<file path="config.mk">
export PLATFORM = sky130hd
export DESIGN_NAME = prog_loader
export DESIGN_NICKNAME = d
export VERILOG_FILES = /design/src/rtl/prog_loader.sv
export SDC_FILE = /design/constraint.sdc
export NUM_CORES = 1
export LEC_CHECK = 0
export BUFFER_PORTS_ARGS = -buffer_cell sky130_fd_sc_hd__buf_2
export CELL_PAD_IN_SITES_DETAIL_PLACEMENT = 2
export CELL_PAD_IN_SITES_GLOBAL_PLACEMENT = 2
export CORE_ASPECT_RATIO = 1.1
export CORE_UTILIZATION = 25
export CTS_CLUSTER_DIAMETER = 50
export DETAILED_ROUTE_END_ITERATION = 8
export GPL_ROUTABILITY_DRIVEN = 0
export PLACE_DENSITY_LB_ADDON = 0.1
export SYNTH_ARGS = -nofsm -noshare
export SYNTH_HDL_FRONTEND = slang
export SYNTH_SLANG_ARGS = --single-unit
export TNS_END_PERCENT = 5
</file>
<file path="constraint.sdc">
create_clock -name clk -period 2.2 [get_ports clk]
set_clock_uncertainty 0.1 [all_clocks]
set_input_delay 0.22 -clock clk [delete_from_list [all_inputs] [get_ports clk]]
set_output_delay 0.22 -clock clk [all_outputs]
set_load 0.005 [all_outputs]
</file>
<file path="src/rtl/prog_loader.sv">
`default_nettype none
// ============================================================================
// Module   : prog_loader
// Purpose  : Loads a program from a host word stream into a console-driven
//            computer. The loader clears the machine, presents the start
//            address, then presents each host word on the console bus for a
//            fixed hold time in write-RAM mode. When the load ends it pulses
//            done.
// Option   : PROG_LOADER_VERIFY_EN adds a read-back pass. The machine is
//            cleared in read-RAM mode and led_out is summed over the loaded
//            words. The result is compared with the sum of the transferred
//            words, and a difference sets err.
// Ports    : clk, clr (sync active-high reset), start/start_addr (load
//            request), host_data/host_valid/host_last/host_ready (host word
//            stream), input_data/SWA/SWB/timing_clr/pc_clr (console drive),
//            led_out (machine read-back), busy/done/err/word_count (status).
// Revision : 1.0 - initial release
// ============================================================================
module prog_loader #(
  parameter int DATA_WIDTH  = 16,
  parameter int HOLD_CYCLES = 8,
  parameter int CLR_CYCLES  = 4,
  parameter int MAX_WORDS   = 255
) (
  input  logic                  clk,
  input  logic                  clr,
  input  logic                  start,
  input  logic [DATA_WIDTH-1:0] start_addr,
  input  logic [DATA_WIDTH-1:0] host_data,
  input  logic                  host_valid,
  input  logic                  host_last,
  output logic                  host_ready,
  output logic [DATA_WIDTH-1:0] input_data,
  output logic                  SWA,
  output logic                  SWB,
  output logic                  timing_clr,
  output logic                  pc_clr,
  input  logic [DATA_WIDTH-1:0] led_out,
  output logic                  busy,
  output logic                  done,
  output logic                  err,
  output logic [7:0]            word_count
);

  localparam int CNT_MAX = (HOLD_CYCLES > CLR_CYCLES) ? HOLD_CYCLES : CLR_CYCLES;
  localparam int CNT_W   = $clog2(CNT_MAX + 1);

  typedef enum logic [2:0] {
    S_IDLE   = 3'd0,
    S_CLEAR  = 3'd1,
    S_ADDR   = 3'd2,
    S_WAIT   = 3'd3,
    S_HOLD   = 3'd4,
    S_DONE   = 3'd5
`ifdef PROG_LOADER_VERIFY_EN
    ,
    S_VCLEAR = 3'd6,
    S_VREAD  = 3'd7
`endif
  } state_t;

  state_t                  state_q, state_d;
  logic [CNT_W-1:0]        cnt_q, cnt_d;
  logic [DATA_WIDTH-1:0]   addr_q, addr_d;
  logic [DATA_WIDTH-1:0]   data_q, data_d;
  logic [7:0]              wc_q, wc_d;
  logic                    err_q, err_d;
  logic                    last_q, last_d;   // word now being held carried host_last

  logic hold_end;
  logic clr_end;
  logic wc_at_max;

  assign hold_end  = (cnt_q == CNT_W'(HOLD_CYCLES - 1));
  assign clr_end   = (cnt_q == CNT_W'(CLR_CYCLES - 1));
  assign wc_at_max = ({1'b0, wc_q} >= 9'(MAX_WORDS));

`ifdef PROG_LOADER_VERIFY_EN
  logic [DATA_WIDTH-1:0] sum_q, sum_d;     // modular sum of transferred words
  logic [DATA_WIDTH-1:0] rsum_q, rsum_d;   // modular sum of read-back words
  logic [7:0]            rd_q, rd_d;       // read-back steps completed
  logic [DATA_WIDTH-1:0] rsum_add;

  assign rsum_add = rsum_q + led_out;
`else
  logic unused_led;
  assign unused_led = ^led_out;
`endif

  always_ff @(posedge clk) begin
    if (clr) begin
      state_q <= S_IDLE;
      cnt_q   <= '0;
      addr_q  <= '0;
      data_q  <= '0;
      wc_q    <= '0;
      err_q   <= 1'b0;
      last_q  <= 1'b0;
`ifdef PROG_LOADER_VERIFY_EN
      sum_q   <= '0;
      rsum_q  <= '0;
      rd_q    <= '0;
`endif
    end else begin
      state_q <= state_d;
      cnt_q   <= cnt_d;
      addr_q  <= addr_d;
      data_q  <= data_d;
      wc_q    <= wc_d;
      err_q   <= err_d;
      last_q  <= last_d;
`ifdef PROG_LOADER_VERIFY_EN
      sum_q   <= sum_d;
      rsum_q  <= rsum_d;
      rd_q    <= rd_d;
`endif
    end
  end

  always_comb begin
    state_d    = state_q;
    cnt_d      = cnt_q + CNT_W'(1);
    addr_d     = addr_q;
    data_d     = data_q;
    wc_d       = wc_q;
    err_d      = err_q;
    last_d     = last_q;
`ifdef PROG_LOADER_VERIFY_EN
    sum_d      = sum_q;
    rsum_d     = rsum_q;
    rd_d       = rd_q;
`endif
    SWA        = 1'b0;
    SWB        = 1'b0;
    timing_clr = 1'b0;
    pc_clr     = 1'b0;
    host_ready = 1'b0;
    done       = 1'b0;
    busy       = (state_q != S_IDLE);

    case (state_q)
      S_IDLE: begin
        cnt_d = '0;
        if (start) begin
          state_d = S_CLEAR;
          addr_d  = start_addr;
          wc_d    = '0;
          err_d   = 1'b0;
          last_d  = 1'b0;
`ifdef PROG_LOADER_VERIFY_EN
          sum_d   = '0;
`endif
        end
      end

      S_CLEAR: begin
        SWA        = 1'b1;
        timing_clr = 1'b1;
        pc_clr     = 1'b1;
        if (clr_end) begin
          state_d = S_ADDR;
          cnt_d   = '0;
          data_d  = addr_q;
        end
      end

      S_ADDR: begin
        SWA = 1'b1;
        if (hold_end) begin
          state_d = S_WAIT;
          cnt_d   = '0;
        end
      end

      S_WAIT: begin
        SWA        = 1'b1;
        host_ready = 1'b1;
        cnt_d      = '0;
        if (host_valid) begin
          state_d = S_HOLD;
          data_d  = host_data;
          last_d  = host_last;
          wc_d    = wc_at_max ? wc_q : wc_q + 8'd1;
          // Filling the last slot without a final marker means the host
          // program is too long; flag it now and stop after this hold.
          if (!host_last && (({1'b0, wc_q} + 9'd1) >= 9'(MAX_WORDS))) begin
            err_d = 1'b1;
          end
`ifdef PROG_LOADER_VERIFY_EN
          sum_d   = sum_q + host_data;
`endif
        end
      end

      S_HOLD: begin
        SWA = 1'b1;
        if (hold_end) begin
          cnt_d = '0;
          if (last_q) begin
`ifdef PROG_LOADER_VERIFY_EN
            state_d = S_VCLEAR;
            data_d  = addr_q;
`else
            state_d = S_DONE;
`endif
          end else if (wc_at_max) begin
            state_d = S_DONE;
          end else begin
            state_d = S_WAIT;
          end
        end
      end

`ifdef PROG_LOADER_VERIFY_EN
      S_VCLEAR: begin
        SWB        = 1'b1;
        timing_clr = 1'b1;
        pc_clr     = 1'b1;
        if (clr_end) begin
          state_d = S_VREAD;
          cnt_d   = '0;
          rd_d    = '0;
          rsum_d  = '0;
        end
      end

      // Each step presents address start_addr+rd_q and samples led_out on
      // the step's final cycle, after the machine has settled.
      S_VREAD: begin
        SWB = 1'b1;
        if (hold_end) begin
          cnt_d  = '0;
          rsum_d = rsum_add;
          rd_d   = rd_q + 8'd1;
          if ((rd_q + 8'd1) == wc_q) begin
            state_d = S_DONE;
            if (rsum_add != sum_q) begin
              err_d = 1'b1;
            end
          end else begin
            data_d = addr_q + DATA_WIDTH'(rd_q) + DATA_WIDTH'(1);
          end
        end
      end
`endif

      S_DONE: begin
        pc_clr  = 1'b1;
        done    = 1'b1;
        cnt_d   = '0;
        state_d = S_IDLE;
      end

      default: begin
        state_d = S_IDLE;
        cnt_d   = '0;
      end
    endcase
  end

  assign input_data = data_q;
  assign word_count = wc_q;
  assign err        = err_q;

endmodule
`default_nettype wire

</file>
==> results of run 1 <==
## area by class of cell
type | instances | area (µm²) | area share (%)
Tap cell | 114 | 143 | 4.91
Timing Repair Buffer | 79 | 425 | 14.6
Clock buffer | 5 | 68.8 | 2.37
Inverter | 9 | 33.8 | 1.16
Multi-Input combinational cell | 199 | 1210 | 41.7
Sequential cell | 49 | 981 | 33.7
Clock inverter | 3 | 43.8 | 1.51
## registers in the layout, summed over array words and instances, names as in the netlist
name and flops:
addr_q 16, cnt_q 4, err 1, input_data 16
last_q 1, state_q 3, word_count 8
## through the flow
stage	power, mW	worst slack (ns)	utilization (%)	cell area [µm²]
after global placement	1.96	0.382	31.2	2800
after detailed placement	1.99	0.297	31.2	2800
after CTS	2.68	0.234	32.4	2910
after floorplan	1.68	0.465	-	2340
after global routing	2.81	0.115	32.4	2910
final	2.61	0.278	32.4	2910
## final timing paths
path,from,endpoint,cells after the start
min reg2reg,addr_q[3]$_SDFFE_PP0P_,addr_q[3]$_SDFFE_PP0P_,2
max reg2reg,state_q[0]$_SDFFE_PP0P_,addr_q[15]$_SDFFE_PP0P_,5
max,state_q[2]$_SDFFE_PP0P_,SWA,4
min,start_addr[7],addr_q[7]$_SDFFE_PP0P_,3
## where the power goes
group | switching [mW] | total [mW] | leakage (nW) | internal [mW]
clock | 0.326 | 0.667 | 0.0585 | 0.341
sequential | 0.0726 | 1.07 | 0.398 | 0.994
combinational | 0.510 | 0.874 | 0.675 | 0.364
## logic make-up (layout without fill, tap and decap cells)
family	count (synthesis)	after routing	synth area share, %
xor+xnor	3	3	1.12
buf+inv	29	96	6.26
other cells	1	1	0.160
flops	49	49	41.9
compound gates	72	72	20.6
mux	17	17	7.33
simple gates	103	103	21.0
fa+ha+maj	3	3	1.60
## critical path: stages (launching register included)
cell and delay [ns]:
dfxtp_1 0.41, buf_4 0.20, or3_1 0.41, and2_1 0.15, buf_2 0.12
## cells in the final DEF, fill, tap and decap left out, drive strengths merged, types with 2 or more instances in the layout
| cell type | count |
|---|---|
| xor2 | 2 |
| nand3 | 6 |
| a2111oi | 2 |
| nor2 | 25 |
| a21oi | 26 |
| and2 | 2 |
| clkbuf | 5 |
| or3 | 6 |
| a311oi | 2 |
| nor2b | 2 |
| or3b | 2 |
| and3b | 2 |
| a211oi | 18 |
| o21ai | 10 |
| o22ai | 2 |
| nor3 | 3 |
| nand2 | 41 |
| mux2i | 16 |
| nor3b | 4 |
| inv | 10 |
| buf | 79 |
| and3 | 3 |
| dfxtp | 49 |
| nand4 | 3 |
| ha | 3 |
## metal layers
metal / vias to the layer above / wire (µm)
met4: 0 / 81
met2: 41 / 3240
met3: 6 / 320
met1: 1048 / 3130
met5: - / 0
li1: 1109 / -
==> flow_summary.yaml, run 1 <==
grt:
  grt_pass1_wl_mm: 11.0
  grt_max_degree: 33
  grt-busiest-layer: "met2"
  grt_pass1_vias: 2236
  track_usage_pct: 14.7
  antenna_found_initial: 0
  grt_overflow: 0
  grt_use_met3_pct: 4.02
  grt_util_met2_pct: 25.8
  gr-usage-met1_pct: 17.5
placement:
  dp.cells: 450
  port-buffer-count: 67
  post-dp-hpwl_mm: 4.91
setup_path:
  cp_max_fo: 8
  arrival_ns: 1.60
  crit_path_end_kind: "primary output"
  start_kind: "register"
  cp.required_ns: 1.88
  worstSetupPathType: "reg -> out"
  reg2reg_slack_ns: 0.35
synthesis:
  synth_edf_count: 0
  synthTopCellsByArea: "dfxtp_1, mux2i_1, nand2_1, a211oi_1, a21oi_1"
  synth_most_common_cell: "dfxtp_1"
  synth_top_area_cell: "dfxtp_1"
  synth_top_area_share_pct: 41.9
  ys_top_cells_by_count: "dfxtp_1, nand2_1, a21oi_1"
  syn_inst: 277
  synth_seq_cells: 49
  synth_warnings: 0
  synthFlopType: "dfxtp_1"
  syn_nets: 333
  syn_area_per_cell_um2: 8.45
  ys_types: 49
  yosysSeqAreaShare_pct: 41.9
  synth-async-reset-ratio_pct: 0
  synth_area_mm2: 0.00234
drt:
  wl_per_cell_um: 14.8
  via_per_inst: 4.81
  detail-route-antenna-nets: 0
  drt_first_pass_iters: 2
  drt_iter0_drc: 29
  vias: 2204
  drt_wl_total_mm: 6.77
  remaining_drc_errors: 0
pwr:
  peakVddDrop_mv: 0.316
  powerDensity_mw_per_mm2: 897
  leakagePower_nw: 1.13
cells_and_area:
  drive_gt1_share_pct: 27.6
  fin_nets: 399
  antenna_cells: 0
  area_growth_pct: 24.3
  fillerInstances: 1053
  instances_no_fill: 458
die:
  io_pins: 85
  coreArea_mm2: 0.00896
  die_area_mm2: 0.00975
  fp.dieH_um: 103
  die_x_um: 94.2
  initial_utilization_pct: 26.1
  fp-row-count: 36
run:
  max_cap_violations: 0
min_path:
  min_path_type: "in -> reg"
cts:
  htree_levels: 2
  cts_root_buf: "clkbuf_8"
  clk_pin_slew_ns: 0.10
  clock_latency_ns: 0.31
  cts.sinks: 49
  clk_path_buf_depth: 2
  tritoncts: "built"
  cts_buffers: 5
  hold_buffers: 0
  post_cts_buffers: 0
  cts_resized: 0
sta:
  setup_viol: 0
  tns_ns: 0
  period_share_pct: 87.4
  rsz0062_at_grt: "false"
  holdWs_ns: 0.0328
  max_freq_mhz: 520
  max-slew-margin-rel_pct: 55.6
  fin_crit_ns: 1.92
  hold_violations: 0
  tightest_slew_ns: 0.667
  drv_slew: 0
status:
  status: "completed"
Note: power is estimated with default switching activity, not from simulation.
==> inputs of run 2 (changes only) <==
--- a/config.mk
+++ b/config.mk
@@ -14,6 +14,7 @@
 export DETAILED_ROUTE_END_ITERATION = 8
 export GPL_ROUTABILITY_DRIVEN = 0
 export PLACE_DENSITY_LB_ADDON = 0.1
+export REMOVE_ABC_BUFFERS = 1
 export SYNTH_ARGS = -nofsm -noshare
 export SYNTH_HDL_FRONTEND = slang
 export SYNTH_SLANG_ARGS = --single-unit
==> run 2 against run 1 <==
  * Via count increased by 1.2%
  * Die area unchanged
  * Register-to-register slack got worse by 0.05 ns
  * Hold slack improved by 0.016 ns
  * Cell count decreased by 0.22%
  * First-iteration DRC count increased by 10%
  * Clock power decreased by 2%
  * Maximum frequency decreased by 1.1%
  * Flip-flop and latch count unchanged
  * Critical path type unchanged
  * Largest power group unchanged
  * Highest routed layer unchanged
==> flow_summary.yaml, run 2 (synthesized netlist as in run 1, its figures left out) <==
run:
  max_cap_violations: 0
pwr:
  peakVddDrop_mv: 0.268
  p_sw_mw: 0.907
  p_sw_share_pct: 34.9
  pwr-share-clk_pct: 25.2
  combPwrFrac_pct: 33.8
  intPower_mw: 1.70
  powerDensity_mw_per_mm2: 897
  pwr-share-seq_pct: 41.0
  leakagePower_nw: 1.13
cts:
  clk_path_buf_depth: 2
  htree_levels: 2
  cts.sinks: 49
  cts_buffers: 5
  post_cts_buffers: 0
  tritoncts: "built"
  cts_resized: 0
  cts_root_buf: "clkbuf_8"
  clk_pin_slew_ns: 0.10
  clock_latency_ns: 0.30
  hold_buffers: 0
cells_and_area:
  drive_gt1_share_pct: 27.4
  antenna_cells: 0
  fillerInstances: 1075
  layout_commonest_cell: "buf_2"
  design_area_mm2: 0.00290
  fin_util_pct: 32.4
  fin_nets: 399
  mostFrequentLayoutCells: "buf_2, dfxtp_1, nand2_1"
  area_growth_pct: 24.1
sta:
  tns_ns: 0
  hold_violations: 0
  setup_viol: 0
  max-slew-margin-rel_pct: 50.0
  fin_crit_ns: 1.94
  period_share_pct: 88.3
  tightest_slew_ns: 0.750
  drv_slew: 0
  max_freq_mhz: 515
  rsz0062_at_grt: "false"
drt:
  wl_per_cell_um: 15.3
  drt_wl_total_mm: 6.98
  remaining_drc_errors: 0
  detail-route-antenna-nets: 0
  drt_iter0_drc: 32
  via_per_inst: 4.88
  vias: 2231
  drt_first_pass_iters: 4
min_path:
  min_path_type: "in -> reg"
placement:
  post-dp-hpwl_mm: 5.11
  placed_area_mm2: 0.00280
  port-buffer-count: 67
setup_path:
  start_kind: "register"
  crit_path_end_kind: "primary output"
  worstSetupPathType: "reg -> out"
  cp_max_fo: 9
  arrival_ns: 1.62
  cp.required_ns: 1.88
  reg2reg_slack_ns: 0.30
grt:
  grt_pass1_vias: 2304
  grt_pass1_wl_mm: 11.2
  grt_overflow: 0
  track_usage_pct: 14.9
  antenna_found_initial: 0
  grt_max_degree: 33
die:
  io_pins: 85
  coreArea_mm2: 0.00896
  die_x_um: 94.2
  die_area_mm2: 0.00975
  fp-row-count: 36
  initial_utilization_pct: 26.1
  fp.dieH_um: 103
status:
  status: "completed"
run 2: worst max-delay path, cell delays in order, from the launching register on:
cell and delay [ns]:
dfxtp_1 0.44, buf_4 0.22, or3_1 0.40, and2_1 0.15, buf_2 0.12
run 2: power groups by stage:
| stage | Clock (mW) | Sequential [mW] | Combinational, mW |
|---|---|---|---|
| 3_5_place_dp | 0 | 1.09 | 0.901 |
| 6_report | 0.656 | 1.07 | 0.881 |
| 3_3_place_gp | 0 | 1.09 | 0.869 |
| 2_1_floorplan | 0 | 1.11 | 0.494 |
| 4_1_cts | 0.682 | 1.07 | 0.904 |
| 5_1_grt | 0.724 | 1.08 | 0.997 |
run 2: layout make-up:
cell class / count / area (µm²) / area share, %
clock buffer: 5 / 68.8 / 2.37
clock inverter: 2 / 38.8 / 1.34
inverter: 9 / 33.8 / 1.16
multi-input combinational: 199 / 1210 / 41.8
sequential: 49 / 981 / 33.8
tap: 114 / 143 / 4.91
timing repair buffer: 79 / 425 / 14.7
run 2: per-stage QoR:
| stage | hold WS [ns] | setup WS [ns] | power [mW] | instances |
|---|---|---|---|---|
| after CTS | 0.0411 | 0.239 | 2.66 | 457 |
| after detailed placement | 0.347 | 0.266 | 1.99 | 450 |
| final | 0.0491 | 0.258 | 2.60 | 457 |
| after global routing | 0.0401 | 0.118 | 2.80 | 457 |
| after global placement | 0.334 | 0.355 | 1.96 | 450 |
| after floorplan | 0.189 | -0.0188 | 1.61 | 257 |
run 2: worst paths after layout:
path | from | to | cells after the start
min reg2reg | cnt_q[0]$_SDFF_PP0_ | cnt_q[0]$_SDFF_PP0_ | 1
max reg2reg | state_q[1]$_SDFFE_PP0P_ | addr_q[9]$_SDFFE_PP0P_ | 5
max | state_q[2]$_SDFFE_PP0P_ | SWA | 4
min | start_addr[15] | addr_q[15]$_SDFFE_PP0P_ | 3
run 2: layer usage:
layer | global-route usage [%] | vias up | share of wire [%] | wire length [µm]
met5 | 0 | - | 0 | 0
met4 | 3.43 | 0 | 0.72 | 50
met3 | 3.87 | 5 | 4.5 | 313
met2 | 26.6 | 41 | 50 | 3500
met1 | 17.9 | 1072 | 45 | 3110
li1 | - | 1113 | - | -
